$ cat config.mk
export PLATFORM = sky130hd
export DESIGN_NAME = regfile_wb_ctrl_flat
export DESIGN_NICKNAME = d
export VERILOG_FILES = /design/src/rtl/regfile_wb_ctrl_if.sv /design/src/rtl/regfile_wb_ctrl.sv /design/src/flat_wrapper.sv
export SDC_FILE = /design/constraint.sdc
export NUM_CORES = 1
export LEC_CHECK = 0
export CORE_UTILIZATION = 50
export CTS_CLUSTER_SIZE = 40
export DETAILED_ROUTE_END_ITERATION = 7
export PLACE_DENSITY_LB_ADDON = 0.1
export SLEW_MARGIN = 20
export SYNTH_ARGS = -nofsm -noshare
export SYNTH_HDL_FRONTEND = slang
export SYNTH_SLANG_ARGS = --single-unit
$ cat constraint.sdc
create_clock -name clk -period 2.9 [get_ports clk]
set_input_delay 0.29 -clock clk [delete_from_list [all_inputs] [get_ports clk]]
set_output_delay 0.29 -clock clk [all_outputs]
set_load 0.02 [all_outputs]
$ cat src/rtl/regfile_wb_ctrl_if.sv
// Bundle of the execute/LSU/decode-facing signals of the register-file write-back controller.
// The producer side (execute, LSU, decode) uses master; the controller uses slave.
interface regfile_wb_ctrl_if #(
  parameter int DATA_W = 32,
  parameter int ADDR_W = 5,
  parameter int DEPTH  = 4
);
  logic                     enable_halt;

  logic                     alu_valid;
  logic                     alu_ready;
  logic [ADDR_W-1:0]        alu_dest;
  logic [DATA_W-1:0]        alu_data;

  logic                     lu_valid;
  logic                     lu_ready;
  logic [ADDR_W-1:0]        lu_dest;
  logic [DATA_W-1:0]        lu_data;

  logic                     iss_valid;
  logic [ADDR_W-1:0]        iss_dest;

  logic [ADDR_W-1:0]        rs1_addr;
  logic [ADDR_W-1:0]        rs2_addr;
  logic                     busy_rs1;
  logic                     busy_rs2;

  logic                     rg_wrt_en;
  logic [ADDR_W-1:0]        rg_wrt_dest;
  logic [DATA_W-1:0]        rg_wrt_data;

  logic [$clog2(DEPTH):0]   fifo_count;

  modport master (
    output enable_halt,
    output alu_valid, alu_dest, alu_data,
    input  alu_ready,
    output lu_valid, lu_dest, lu_data,
    input  lu_ready,
    output iss_valid, iss_dest,
    output rs1_addr, rs2_addr,
    input  busy_rs1, busy_rs2,
    input  rg_wrt_en, rg_wrt_dest, rg_wrt_data,
    input  fifo_count
  );

  modport slave (
    input  enable_halt,
    input  alu_valid, alu_dest, alu_data,
    output alu_ready,
    input  lu_valid, lu_dest, lu_data,
    output lu_ready,
    input  iss_valid, iss_dest,
    input  rs1_addr, rs2_addr,
    output busy_rs1, busy_rs2,
    output rg_wrt_en, rg_wrt_dest, rg_wrt_data,
    output fifo_count
  );
endinterface

$ cat src/rtl/regfile_wb_ctrl.sv
// Register-file write-back controller: arbitrates ALU results against a FIFO of long-latency
// results for the single write port and tracks pending long-latency destinations for decode.
module regfile_wb_ctrl #(
  parameter int DATA_W     = 32,
  parameter int ADDR_W     = 5,
  parameter int DEPTH      = 4,
  parameter int STARVE_MAX = 3
) (
  input  logic              clk,
  input  logic              rst,
  regfile_wb_ctrl_if.slave  wb
);

  localparam int PTR_W = $clog2(DEPTH);
  localparam int CNT_W = PTR_W + 1;
  localparam int ST_W  = $clog2(STARVE_MAX + 1);
  localparam int NREG  = 2 ** ADDR_W;

  typedef struct packed {
    logic [ADDR_W-1:0] dest;
    logic [DATA_W-1:0] data;
  } entry_t;

  entry_t             mem_q [DEPTH];
  logic [PTR_W-1:0]   rd_ptr_q, rd_ptr_d;
  logic [PTR_W-1:0]   wr_ptr_q, wr_ptr_d;
  logic [CNT_W-1:0]   count_q, count_d;
  logic [ST_W-1:0]    starve_q, starve_d;
  logic [NREG-1:0]    pend_q, pend_d;
  logic               wr_en_q, wr_en_d;
  logic [ADDR_W-1:0]  wr_dest_q, wr_dest_d;
  logic [DATA_W-1:0]  wr_data_q, wr_data_d;

  logic   active, empty, full, starve_hit;
  logic   push, pop, alu_fire;
  entry_t head;

  assign active     = !rst && !wb.enable_halt;
  assign empty      = (count_q == '0);
  assign full       = (count_q == CNT_W'(DEPTH));
  assign head       = mem_q[rd_ptr_q];
  assign starve_hit = !empty && (starve_q == ST_W'(STARVE_MAX));

  // The FIFO head owns the slot when the ALU is idle or has starved it long enough.
  assign pop      = active && !empty && (starve_hit || !wb.alu_valid);
  assign alu_fire = wb.alu_valid && wb.alu_ready;
  assign push     = wb.lu_valid && wb.lu_ready;

  assign wb.alu_ready   = active && !starve_hit;
  assign wb.lu_ready    = active && !full;
  assign wb.busy_rs1    = pend_q[wb.rs1_addr];
  assign wb.busy_rs2    = pend_q[wb.rs2_addr];
  assign wb.rg_wrt_en   = wr_en_q;
  assign wb.rg_wrt_dest = wr_dest_q;
  assign wb.rg_wrt_data = wr_data_q;
  assign wb.fifo_count  = count_q;

  // NOTE: every signal driven here gets a default first, so no path can infer a latch.
  always_comb begin
    rd_ptr_d  = rd_ptr_q;
    wr_ptr_d  = wr_ptr_q;
    count_d   = count_q + CNT_W'(push) - CNT_W'(pop);
    starve_d  = starve_q;
    pend_d    = pend_q;
    wr_en_d   = 1'b0;
    wr_dest_d = wr_dest_q;
    wr_data_d = wr_data_q;

    if (push) wr_ptr_d = wr_ptr_q + 1'b1;
    if (pop)  rd_ptr_d = rd_ptr_q + 1'b1;

    if (active) begin
      if (pop || empty)  starve_d = '0;
      else if (alu_fire) starve_d = starve_q + 1'b1;

      if (pop) begin
        wr_en_d   = (head.dest != '0);
        wr_dest_d = head.dest;
        wr_data_d = head.data;
        pend_d[head.dest] = 1'b0;
      end else if (alu_fire) begin
        wr_en_d   = (wb.alu_dest != '0);
        wr_dest_d = wb.alu_dest;
        wr_data_d = wb.alu_data;
      end

      // Applied after the clear so a same-cycle issue to the popped register stays pending.
      if (wb.iss_valid && (wb.iss_dest != '0)) pend_d[wb.iss_dest] = 1'b1;
    end
    pend_d[0] = 1'b0;
  end

  // NOTE: sequential state uses non-blocking assignments only; reset here is synchronous.
  always_ff @(posedge clk) begin
    if (rst) begin
      rd_ptr_q  <= '0;
      wr_ptr_q  <= '0;
      count_q   <= '0;
      starve_q  <= '0;
      pend_q    <= '0;
      wr_en_q   <= 1'b0;
      wr_dest_q <= '0;
      wr_data_q <= '0;
    end else begin
      rd_ptr_q  <= rd_ptr_d;
      wr_ptr_q  <= wr_ptr_d;
      count_q   <= count_d;
      starve_q  <= starve_d;
      pend_q    <= pend_d;
      wr_en_q   <= wr_en_d;
      wr_dest_q <= wr_dest_d;
      wr_data_q <= wr_data_d;
    end
  end

  // NOTE: storage is left unreset; occupancy alone decides which entries are valid.
  always_ff @(posedge clk) begin
    if (push) mem_q[wr_ptr_q] <= '{dest: wb.lu_dest, data: wb.lu_data};
  end

endmodule

$ cat src/flat_wrapper.sv
// flat-port wrapper written by rule: the top's interface ports become plain ports
module regfile_wb_ctrl_flat 
#(
  parameter int DATA_W     = 32,
  parameter int ADDR_W     = 5,
  parameter int DEPTH      = 4,
  parameter int STARVE_MAX = 3
)
  (clk, rst, wb_enable_halt, wb_alu_valid, wb_alu_dest, wb_alu_data, wb_alu_ready, wb_lu_valid, wb_lu_dest, wb_lu_data, wb_lu_ready, wb_iss_valid, wb_iss_dest, wb_rs1_addr, wb_rs2_addr, wb_busy_rs1, wb_busy_rs2, wb_rg_wrt_en, wb_rg_wrt_dest, wb_rg_wrt_data, wb_fifo_count);
  regfile_wb_ctrl_if #(.DATA_W(DATA_W), .ADDR_W(ADDR_W), .DEPTH(DEPTH)) wb_i ();
  input  logic clk;
  input  logic rst;
  input wire logic [$bits(wb_i.enable_halt)-1:0] wb_enable_halt;
  input wire logic [$bits(wb_i.alu_valid)-1:0] wb_alu_valid;
  input wire logic [$bits(wb_i.alu_dest)-1:0] wb_alu_dest;
  input wire logic [$bits(wb_i.alu_data)-1:0] wb_alu_data;
  output wire logic [$bits(wb_i.alu_ready)-1:0] wb_alu_ready;
  input wire logic [$bits(wb_i.lu_valid)-1:0] wb_lu_valid;
  input wire logic [$bits(wb_i.lu_dest)-1:0] wb_lu_dest;
  input wire logic [$bits(wb_i.lu_data)-1:0] wb_lu_data;
  output wire logic [$bits(wb_i.lu_ready)-1:0] wb_lu_ready;
  input wire logic [$bits(wb_i.iss_valid)-1:0] wb_iss_valid;
  input wire logic [$bits(wb_i.iss_dest)-1:0] wb_iss_dest;
  input wire logic [$bits(wb_i.rs1_addr)-1:0] wb_rs1_addr;
  input wire logic [$bits(wb_i.rs2_addr)-1:0] wb_rs2_addr;
  output wire logic [$bits(wb_i.busy_rs1)-1:0] wb_busy_rs1;
  output wire logic [$bits(wb_i.busy_rs2)-1:0] wb_busy_rs2;
  output wire logic [$bits(wb_i.rg_wrt_en)-1:0] wb_rg_wrt_en;
  output wire logic [$bits(wb_i.rg_wrt_dest)-1:0] wb_rg_wrt_dest;
  output wire logic [$bits(wb_i.rg_wrt_data)-1:0] wb_rg_wrt_data;
  output wire logic [$bits(wb_i.fifo_count)-1:0] wb_fifo_count;
  assign wb_i.enable_halt = wb_enable_halt;
  assign wb_i.alu_valid = wb_alu_valid;
  assign wb_i.alu_dest = wb_alu_dest;
  assign wb_i.alu_data = wb_alu_data;
  assign wb_alu_ready = wb_i.alu_ready;
  assign wb_i.lu_valid = wb_lu_valid;
  assign wb_i.lu_dest = wb_lu_dest;
  assign wb_i.lu_data = wb_lu_data;
  assign wb_lu_ready = wb_i.lu_ready;
  assign wb_i.iss_valid = wb_iss_valid;
  assign wb_i.iss_dest = wb_iss_dest;
  assign wb_i.rs1_addr = wb_rs1_addr;
  assign wb_i.rs2_addr = wb_rs2_addr;
  assign wb_busy_rs1 = wb_i.busy_rs1;
  assign wb_busy_rs2 = wb_i.busy_rs2;
  assign wb_rg_wrt_en = wb_i.rg_wrt_en;
  assign wb_rg_wrt_dest = wb_i.rg_wrt_dest;
  assign wb_rg_wrt_data = wb_i.rg_wrt_data;
  assign wb_fifo_count = wb_i.fifo_count;
  regfile_wb_ctrl #(.DATA_W(DATA_W), .ADDR_W(ADDR_W), .DEPTH(DEPTH), .STARVE_MAX(STARVE_MAX)) u_core (.clk(clk), .rst(rst), .wb(wb_i));
endmodule
==> impl_metrics.env, run 1 <==
export IMPL_fin_nets=902
export IMPL_antenna_left=0
export IMPL_crit_buf_inv=3
export IMPL_cts_hold_buf=0
export IMPL_initial_utilization_pct=51.7
export IMPL_die_w_um=139
export IMPL_rsz0062_at_grt="false"
export IMPL_clock_fmax_ghz=0.396
export IMPL_fin_tns_setup_ps=0
export IMPL_critPathMaxStageDelay_ps=510
export IMPL_grtUsageTotal_pct=22.6
export IMPL_p_clk_share_pct=38.8
export IMPL_num_rows=49
export IMPL_synth_edf_count=148
export IMPL_worst_ep_arrival_time_ps=2240
export IMPL_vias_per_cell=5.87
export IMPL_cts_root_buf="clkbuf_16"
export IMPL_syn_inst=649
export IMPL_ys_ff_latch=228
export IMPL_status="complete, no violations"
export IMPL_maxCapViolCount=0
export IMPL_boundaryPins=140
export IMPL_p_seq_share_pct=49.7
export IMPL_yosysSeqAreaShare_pct=64.0
export IMPL_htreeDepth=1
export IMPL_worst_pin_slew_ps=746
export IMPL_final_area_um2=12000
export IMPL_worst_path_max_fanout=10
export IMPL_cp_top_family="buffers and inverters"
export IMPL_clock_latency_ps=510
export IMPL_cts_tree="done"
export IMPL_worstSetupPathType="in -> out"
export IMPL_max_slew_margin_pct=50.3
export IMPL_pwr_share_comb_pct=11.5
export IMPL_placed_cells=1002
export IMPL_synth_commonest_cells="edfxtp_1, dfxtp_1, a21oi_1, mux2i_1, mux4_2"
export IMPL_clockBufferDepth=3
export IMPL_intPower_uw=5590
export IMPL_antenna_found_initial=2
export IMPL_wire_per_inst_um=20.5
export IMPL_grt_pass1_wl_um=34100
export IMPL_clock_skew_ps=8.13
export IMPL_hold_violations=0
export IMPL_drtIter0Drc=390
export IMPL_setup_viol=0
export IMPL_area_growth_pct=26.8
export IMPL_first_pass_iters=5
export IMPL_synth_nets=752
export IMPL_p_leak_uw=0.00389
export IMPL_fin_crit_sh_pct=87.1
export IMPL_hpwlAfterDp_um=14300
export IMPL_crit_slowest_cell="clkdlybuf4s50_1"
export IMPL_stdcell_count=1046
export IMPL_max_vdd_ir_drop_mv=0.428
export IMPL_yosysUniqueCellTypes=46
export IMPL_yosysWarningCount=0
export IMPL_async_flop_share_pct=0
export IMPL_syn_area_um2=9450
export IMPL_path_cells="clkdlybuf4s50_1 -> buf_12 -> mux4_2 -> a22oi_1 -> o211ai_1 -> mux2_2 -> dlymetal6s2s_1"
export IMPL_place_area_um2=11300
export IMPL_synth_top_area_share_pct=47.0
export IMPL_fin_crit_ps=2530
export IMPL_p_sw_share_pct=23.2
export IMPL_fillers=1316
export IMPL_gp_congestion=0.959
export IMPL_drc=0
export IMPL_post_cts_setup_buffer_count=0
export IMPL_path_clk_slew_ps=60
export IMPL_grt_max_degree=48
export IMPL_synth_ff_type="edfxtp_1"
export IMPL_drive_gt1_share_pct=14.0
export IMPL_startpoint_type="primary input"
export IMPL_cp_required_ps=2610
export IMPL_grt_pass1_vias=6297
export IMPL_p_switching_uw=1680
export IMPL_power_density_nw_per_um2=607
export IMPL_total_power_uw=7270
export IMPL_antenna_cells=0
export IMPL_coreArea_um2=18300
export IMPL_end_kind="output pin"
export IMPL_finalMaxSlewViolations=0
export IMPL_fin_util_pct=65.6
export IMPL_yosys_area_top_type="edfxtp_1"
export IMPL_vias=6139
export IMPL_io_buffers=139
export IMPL_yosysMostFrequentCell="edfxtp_1"
export IMPL_synth_area_leaders="edfxtp_1, dfxtp_1, mux4_2"
export IMPL_dieArea_um2=19500
export IMPL_wl_um=21400
export IMPL_synth_avg_cell_area_um2=14.6
export IMPL_cts_sinks=228
export IMPL_die_y_um=139
export IMPL_grt_overflow=0
export IMPL_numCtsBuffers=24
export IMPL_worst_hold_path_type="in -> reg"
==> power groups by stage <==
stage	sequential (µW)	clock, µW	combinational, µW
final	3610	2820	840
after CTS	3610	2870	847
after detailed placement	3680	0	841
after global routing	3620	2990	899
after floorplan	3750	0	372
after global placement	3670	0	821
==> worst register-to-register path: stages (launching register included) <==
cell	delay [ps]
dfxtp_1	370
nor3_1	480
nor3_2	110
ha_1	290
inv_1	40
ha_1	180
fa_1	380
xnor2_1	190
xnor2_1	140
nor2_1	60
==> cell families (layout without fill, tap and decap cells) <==
family,Yosys count,after routing,synth area share (%)
flip-flops,228,228,64.0
AO/OA/AOI/OAI,152,152,9.28
AND/OR/NAND/NOR,105,105,5.69
multiplexers,100,100,17.0
buffers and inverters,51,219,2.46
adder cells (fa/ha/maj),8,8,1.14
XOR/XNOR,5,5,0.463
==> layout make-up <==
class                           count  area [µm²]  share of cell area (%)
Multi-Input combinational cell    370        3180                    26.6
Clock buffer                       32         631                    5.26
Tap cell                          229         287                    2.39
Clock inverter                     12        88.8                   0.742
Timing Repair Buffer              165        1700                    14.2
Inverter                           10        37.5                   0.313
Sequential cell                   228        6050                    50.5
==> cell usage in the layout (no fill, tap or decap), drive strengths merged, types with 3 or more instances in the layout <==
| master | instances |
|---|---|
| buf | 26 |
| nand4 | 5 |
| edfxtp | 148 |
| mux2i | 50 |
| clkbuf | 32 |
| mux4 | 48 |
| nand3b | 5 |
| or3b | 4 |
| o31ai | 32 |
| a21oi | 73 |
| ha | 7 |
| nor2 | 18 |
| inv | 10 |
| nor2b | 3 |
| xnor2 | 4 |
| o21ai | 37 |
| nor3 | 8 |
| clkinv | 10 |
| and2 | 5 |
| dfxtp | 80 |
| clkdlybuf4s50 | 137 |
| nand2 | 39 |
| nand2b | 4 |
==> registers in the layout, indices dropped and copies added (netlist names), named ones only <==
register               flops
u_core.pend_q             31
u_core.wb.rg_wrt_en        1
u_core.rd_ptr_q            2
u_core.wb.rg_wrt_dest      5
u_core.wr_ptr_q            2
u_core.wb.rg_wrt_data     32
u_core.starve_q            2
u_core.mem_q             148
u_core.wb.fifo_count       3
==> stage by stage <==
step / hold slack [ps] / worst slack (ps)
after floorplan: 389 / 297
after global placement: 445 / 84.2
after detailed placement: 461 / 55.2
after CTS: 393 / 47.9
after global routing: 406 / 272
final: 403 / 375
==> repair_timing <==
item | 4_1_cts | 5_1_grt
resized for setup | 0 | 2
hold endpoints to repair | 0 | 0
endpoints found under the setup margin | 0 | 2
==> path summary, 6_finish.rpt <==
kind | slack, ps | cells after the start | from | to
max | 370 | 7 | wb_rs2_addr[1] | wb_busy_rs2
min | 400 | 1 | wb_lu_data[3] | u_core.mem_q[0][3]
max reg2reg | 540 | 9 | u_core.wb.fifo_count[1] | u_core.wb.fifo_count[2]
min reg2reg | 480 | 2 | u_core.starve_q[1] | u_core.starve_q[1]
==> routing by layer <==
layer	up-vias	global-route usage [%]	part of all wire (%)
met1	3057	28.8	42
met3	40	4.13	5.3
met5	-	0	0.042
met2	203	39.3	50
li1	2837	-	-
met4	2	6.90	2.4
Note: power is estimated with default switching activity, not from simulation.
==> run 2: changes to the inputs <==
--- a/config.mk
+++ b/config.mk
@@ -5,8 +5,10 @@
 export SDC_FILE = /design/constraint.sdc
 export NUM_CORES = 1
 export LEC_CHECK = 0
-export CORE_UTILIZATION = 50
-export CTS_CLUSTER_SIZE = 40
+export CELL_PAD_IN_SITES_DETAIL_PLACEMENT = 1
+export CELL_PAD_IN_SITES_GLOBAL_PLACEMENT = 1
+export CORE_UTILIZATION = 45
+export CTS_CLUSTER_SIZE = 24
 export DETAILED_ROUTE_END_ITERATION = 7
 export PLACE_DENSITY_LB_ADDON = 0.1
 export SLEW_MARGIN = 20
==> run 2 against run 1 <==
Non-clock buffer count stayed put. Clock skew up 3.2 ps. First-iteration DRC count decreased by 11%. Largest cell class unchanged. Cell count grew 4.3%. Critical path depth shrank 1. Global-route usage decreased by 0.33 points. Sequential power about the same. Count of clock-buffer cells in the layout down 6. Register-to-register slack lost 30 ps. Critical endpoint is now wb_busy_rs1. Worst setup slack got worse by 290 ps.
==> impl_metrics.env, run 2 (synthesis results as in run 1) <==
export IMPL_final_cell_mix="edfxtp_1, clkdlybuf4s50_1, dfxtp_1"
export IMPL_die_y_um=147
export IMPL_cpMostUsedCell="clkdlybuf4s50_1"
export IMPL_worstSetupPathType="in -> out"
export IMPL_clock_fmax_ghz=0.355
export IMPL_maxCapViolCount=0
export IMPL_grt_pass1_vias=6623
export IMPL_drtIter0Drc=349
export IMPL_top_register="u_core.mem_q"
export IMPL_fin_nets=903
export IMPL_finalMaxSlewViolations=0
export IMPL_fin_ws_ps=82.6
export IMPL_rsz0062_at_grt="false"
export IMPL_setup_viol=0
export IMPL_grt_pass1_wl_um=37000
export IMPL_wire_per_inst_um=21.9
export IMPL_wl_um=23900
export IMPL_vias=6165
export IMPL_initial_utilization_pct=46.3
export IMPL_drive_gt1_share_pct=15.8
export IMPL_cts_root_buf="clkbuf_16"
export IMPL_end_kind="output pin"
export IMPL_worst_pin_slew_ps=740
export IMPL_rrSetupSlack_ps=510
export IMPL_path_cells="clkdlybuf4s50_1 -> mux4_2 -> and4b_1 -> a41oi_1 -> nand4_1 -> clkdlybuf4s50_1"
export IMPL_max_slew_margin_pct=50.5
export IMPL_htreeDepth=1
export IMPL_area_growth_pct=28.2
export IMPL_vias_per_cell=5.65
export IMPL_worst_path_max_fanout=5
export IMPL_first_pass_iters=4
export IMPL_place_area_um2=11300
export IMPL_path_clk_slew_ps=60
export IMPL_crit_slowest_cell="clkdlybuf4s50_1"
export IMPL_final_area_um2=12100
export IMPL_power_density_nw_per_um2=639
export IMPL_worst_ep_arrival_time_ps=2530
export IMPL_grt_max_degree=54
export IMPL_die_w_um=147
export IMPL_clock_skew_ps=11.4
export IMPL_io_buffers=139
export IMPL_antenna_left=0
export IMPL_cts_hold_buf=0
export IMPL_total_power_uw=7740
export IMPL_grt_overflow=0
export IMPL_p_leak_uw=0.00393
export IMPL_hold_violations=0
export IMPL_status="complete, no violations"
export IMPL_grtUsageTotal_pct=22.3
export IMPL_boundaryPins=140
export IMPL_max_vdd_ir_drop_mv=0.593
export IMPL_post_place_ws_ps=0.517
export IMPL_clockBufferDepth=3
export IMPL_startpoint_type="primary input"
export IMPL_antenna_found_initial=3
export IMPL_gp_congestion=0.850
export IMPL_fin_tns_setup_ps=0
export IMPL_numCtsBuffers=25
export IMPL_fin_crit_sh_pct=97.2
export IMPL_dieArea_um2=21600
export IMPL_hpwlAfterDp_um=16000
export IMPL_final_common_cell="edfxtp_1"
export IMPL_largest_register_ffs=148
export IMPL_cts_sinks=228
export IMPL_worst_hold_path_type="in -> reg"
export IMPL_cp_required_ps=2610
export IMPL_cts_tree="done"
export IMPL_fin_crit_ps=2820
export IMPL_critPathMaxStageDelay_ps=650
export IMPL_drc=0
export IMPL_clock_latency_ps=530
export IMPL_coreArea_um2=20400
export IMPL_num_rows=52
-- run 2: path summary, 6_finish.rpt --
check	startpoint	to	cells past startpoint
max	wb_rs1_addr[1]	wb_busy_rs1	6
min	wb_lu_data[10]	u_core.mem_q[0][10]	1
max reg2reg	u_core.wb.fifo_count[1]	u_core.wb.fifo_count[2]	9
min reg2reg	u_core.starve_q[1]	u_core.starve_q[1]	2
-- run 2: area by class of cell --
class	instances	area (µm²)
antenna	2	5.00
clock buffer	26	629
clock inverter	20	224
fill	1954	8320
inverter	10	37.5
multi-input combinational	370	3180
sequential	228	6050
tap	270	338
timing repair buffer	165	1650
-- run 2: critical path: cells and delay by family --
family | cells | cell delay [ps]
multiplexers | 1 | 540
buffers and inverters | 2 | 1200
AO/OA/AOI/OAI | 1 | 170
AND/OR/NAND/NOR | 2 | 320
-- run 2: power by group --
| part | switching, µW | internal (µW) |
|---|---|---|
| logic | 443 | 412 |
| clock network | 1310 | 1950 |
| registers | 58.2 | 3560 |
| total | 1820 | 5920 |
-- run 2: stage by stage --
step	std cells	util, %	hold WS, ps
floorplan	649	-	389
global placement	1043	55.1	446
detailed placement	1043	55.1	478
CTS	1089	59.3	371
global route	1090	59.3	394
finish	1091	59.3	391
-- run 2: what timing repair did --
item | CTS | global route
setup endpoints to repair | 1 | 0
setup buffers | 0 | 0
resized for setup | 1 | 0
-- run 2: routing by layer --
metal	part of all wire [%]	global-route usage, %
met1	42	27.7
met2	52	40.1
met3	4.2	3.94
met4	1.9	5.46
met5	0.054	0
==> run 3: changes to the inputs <==
--- a/config.mk
+++ b/config.mk
@@ -7,9 +7,11 @@
 export LEC_CHECK = 0
 export CELL_PAD_IN_SITES_DETAIL_PLACEMENT = 1
 export CELL_PAD_IN_SITES_GLOBAL_PLACEMENT = 1
+export CORE_MARGIN = 3
 export CORE_UTILIZATION = 45
 export CTS_CLUSTER_SIZE = 24
 export DETAILED_ROUTE_END_ITERATION = 7
+export GPL_TIMING_DRIVEN = 0
 export PLACE_DENSITY_LB_ADDON = 0.1
 export SLEW_MARGIN = 20
 export SYNTH_ARGS = -nofsm -noshare
==> run 3 against run 2 <==
Non-clock buffer count rose by 15. Clock skew decreased by 4.1 ps. Hold slack improved by 18 ps. Sequential cell count did not move. Global-route usage is 0.40 points lower. Utilization down 0.20 points. Fmax up 2.1%. Critical endpoint is now u_core.wb.fifo_count[2].
==> impl_metrics.env, run 3 (synthesis results as in run 1) <==
export IMPL_wl_um=24800
export IMPL_finalMaxSlewViolations=0
export IMPL_maxCapViolCount=0
export IMPL_rsz0062_at_grt="false"
export IMPL_antenna_found_initial=0
export IMPL_total_power_uw=7480
export IMPL_worst_path_max_fanout=10
export IMPL_die_y_um=151
export IMPL_r2r_start="u_core.starve_q[0]"
export IMPL_area_growth_pct=27.7
export IMPL_dieArea_um2=22800
export IMPL_initial_utilization_pct=46.3
export IMPL_fin_ws_ps=140
export IMPL_fin_nets=918
export IMPL_place_area_um2=11200
export IMPL_setup_viol=0
export IMPL_timing_rr_end="u_core.wb.fifo_count[2]"
export IMPL_final_area_um2=12100
export IMPL_clock_fmax_ghz=0.362
export IMPL_fin_util_pct=59.1
export IMPL_cts_tree="done"
export IMPL_antenna_cells=0
export IMPL_power_density_nw_per_um2=619
export IMPL_hold_violations=0
export IMPL_worstSetupPathType="in -> reg"
export IMPL_clockBufferDepth=3
export IMPL_grtUsageTotal_pct=21.9
export IMPL_drc=0
export IMPL_worst_pin_slew_ps=873
export IMPL_path_clk_slew_ps=60
export IMPL_worst_ep_arrival_time_ps=3140
export IMPL_grt_pass1_vias=6733
export IMPL_largest_register_ffs=148
export IMPL_clock_latency_ps=510
export IMPL_cp_required_ps=3280
export IMPL_worst_hold_path_type="in -> reg"
export IMPL_grt_overflow=0
export IMPL_cts_root_buf="clkbuf_16"
export IMPL_hpwlAfterDp_um=17200
export IMPL_htreeDepth=1
export IMPL_drtIter0Drc=372
export IMPL_max_vdd_ir_drop_mv=0.456
export IMPL_gp_congestion=0.841
export IMPL_fin_crit_ps=2760
export IMPL_vias_per_cell=5.64
export IMPL_drive_gt1_share_pct=14.0
export IMPL_grt_max_degree=20
export IMPL_fin_tns_setup_ps=0
export IMPL_status="complete, no violations"
export IMPL_grt_pass1_wl_um=38400
export IMPL_final_cell_mix="edfxtp_1, clkdlybuf4s50_1, dfxtp_1"
export IMPL_final_common_cell="edfxtp_1"
export IMPL_fin_crit_sh_pct=95.2
export IMPL_ff2ff_path_depth=12
export IMPL_top_register="u_core.mem_q"
export IMPL_numCtsBuffers=25
export IMPL_post_place_ws_ps=-787
export IMPL_startpoint_type="primary input"
export IMPL_io_buffers=134
export IMPL_vias=6222
export IMPL_coreArea_um2=20400
export IMPL_num_rows=52
export IMPL_wire_per_inst_um=22.5
export IMPL_post_cts_setup_buffer_count=0
export IMPL_p_leak_uw=0.00391
export IMPL_max_slew_margin_pct=40.1
export IMPL_die_w_um=151
export IMPL_first_pass_iters=6
export IMPL_cts_sinks=228
export IMPL_rrSetupSlack_ps=220
export IMPL_crit_end="u_core.wb.fifo_count[2]"
export IMPL_antenna_left=0
export IMPL_startpoint="rst"
export IMPL_boundaryPins=140
export IMPL_clock_skew_ps=7.28
export IMPL_end_kind="flop"
[run 3: cell types whose count changed in the layout (fill, tap and decap cells not counted), moves of 4 or more]
| cell | previous run | this run |
|---|---|---|
| clkbuf_1 | 1 | 29 |
| buf_4 | 21 | 0 |
| buf_2 | 0 | 9 |
| clkbuf_8 | 0 | 6 |
| buf_12 | 5 | 0 |
| clkdlybuf4s50_1 | 138 | 133 |
| buf_16 | 0 | 4 |
| buf_6 | 0 | 4 |
| bufinv_16 | 4 | 0 |
| clkinv_2 | 9 | 5 |
[run 3: worst min path at each step]
stage | from | to | slack [ps] | cells past startpoint
4_1_cts | wb_lu_data[8] | u_core.mem_q[1][8] | 400 | 1
2_1_floorplan | wb_lu_data[0] | u_core.mem_q[0][0] | 390 | 0
6_report | wb_lu_data[8] | u_core.mem_q[1][8] | 410 | 1
3_5_place_dp | u_core.starve_q[1] | u_core.starve_q[1] | 470 | 2
3_3_place_gp | u_core.starve_q[1] | u_core.starve_q[1] | 440 | 2
5_1_grt | wb_lu_data[4] | u_core.mem_q[2][4] | 410 | 1
[run 3: power breakdown]
| part | internal, µW | switching, µW | leakage [µW] |
|---|---|---|---|
| Sequential | 3560 | 56.6 | 0.00199 |
| Clock | 1760 | 1220 | 0.000393 |
| Combinational | 410 | 471 | 0.00153 |
[run 3: repair_timing]
item / CTS / global route
endpoints found under the setup margin: 3 / 2
hold endpoints to repair: 1 / 0
hold buffers: 1 / 0
pin swaps: 0 / 1
gates resized for setup: 6 / 4
[run 3: through the flow]
| step | hold slack, ps | std cells |
|---|---|---|
| after CTS | 400 | 1104 |
| after global placement | 442 | 1053 |
| final | 409 | 1104 |
| after global routing | 408 | 1104 |
| after floorplan | 389 | 649 |
| after detailed placement | 466 | 1057 |
[run 3: metal layers]
metal / track usage (%) / part of all wire [%]
met5: 0 / 0
met1: 29.5 / 43
met4: 4.03 / 1.1
met2: 37.7 / 51
met3: 3.83 / 5.5
[run 3: worst max-delay path, stage by stage]
cell and delay (ps):
dlygate4sd3_1 550, buf_6 140, or2_0 180, buf_2 200, nor3_4 230, buf_8 210
buf_6 210, ha_1 140, inv_1 40, ha_1 190, fa_1 380, xnor2_1 180
xnor2_1 140, nor2_1 50
[run 3: area by class of cell]
type / instances / area [µm²]
Fill cell: 1990 / 8360
Timing Repair Buffer: 139 / 1460
Inverter: 10 / 37.5
Clock inverter: 7 / 37.5
Clock buffer: 39 / 743
Multi-Input combinational cell: 370 / 3190
Tap cell: 270 / 338
Sequential cell: 228 / 6050
Buffer: 41 / 210
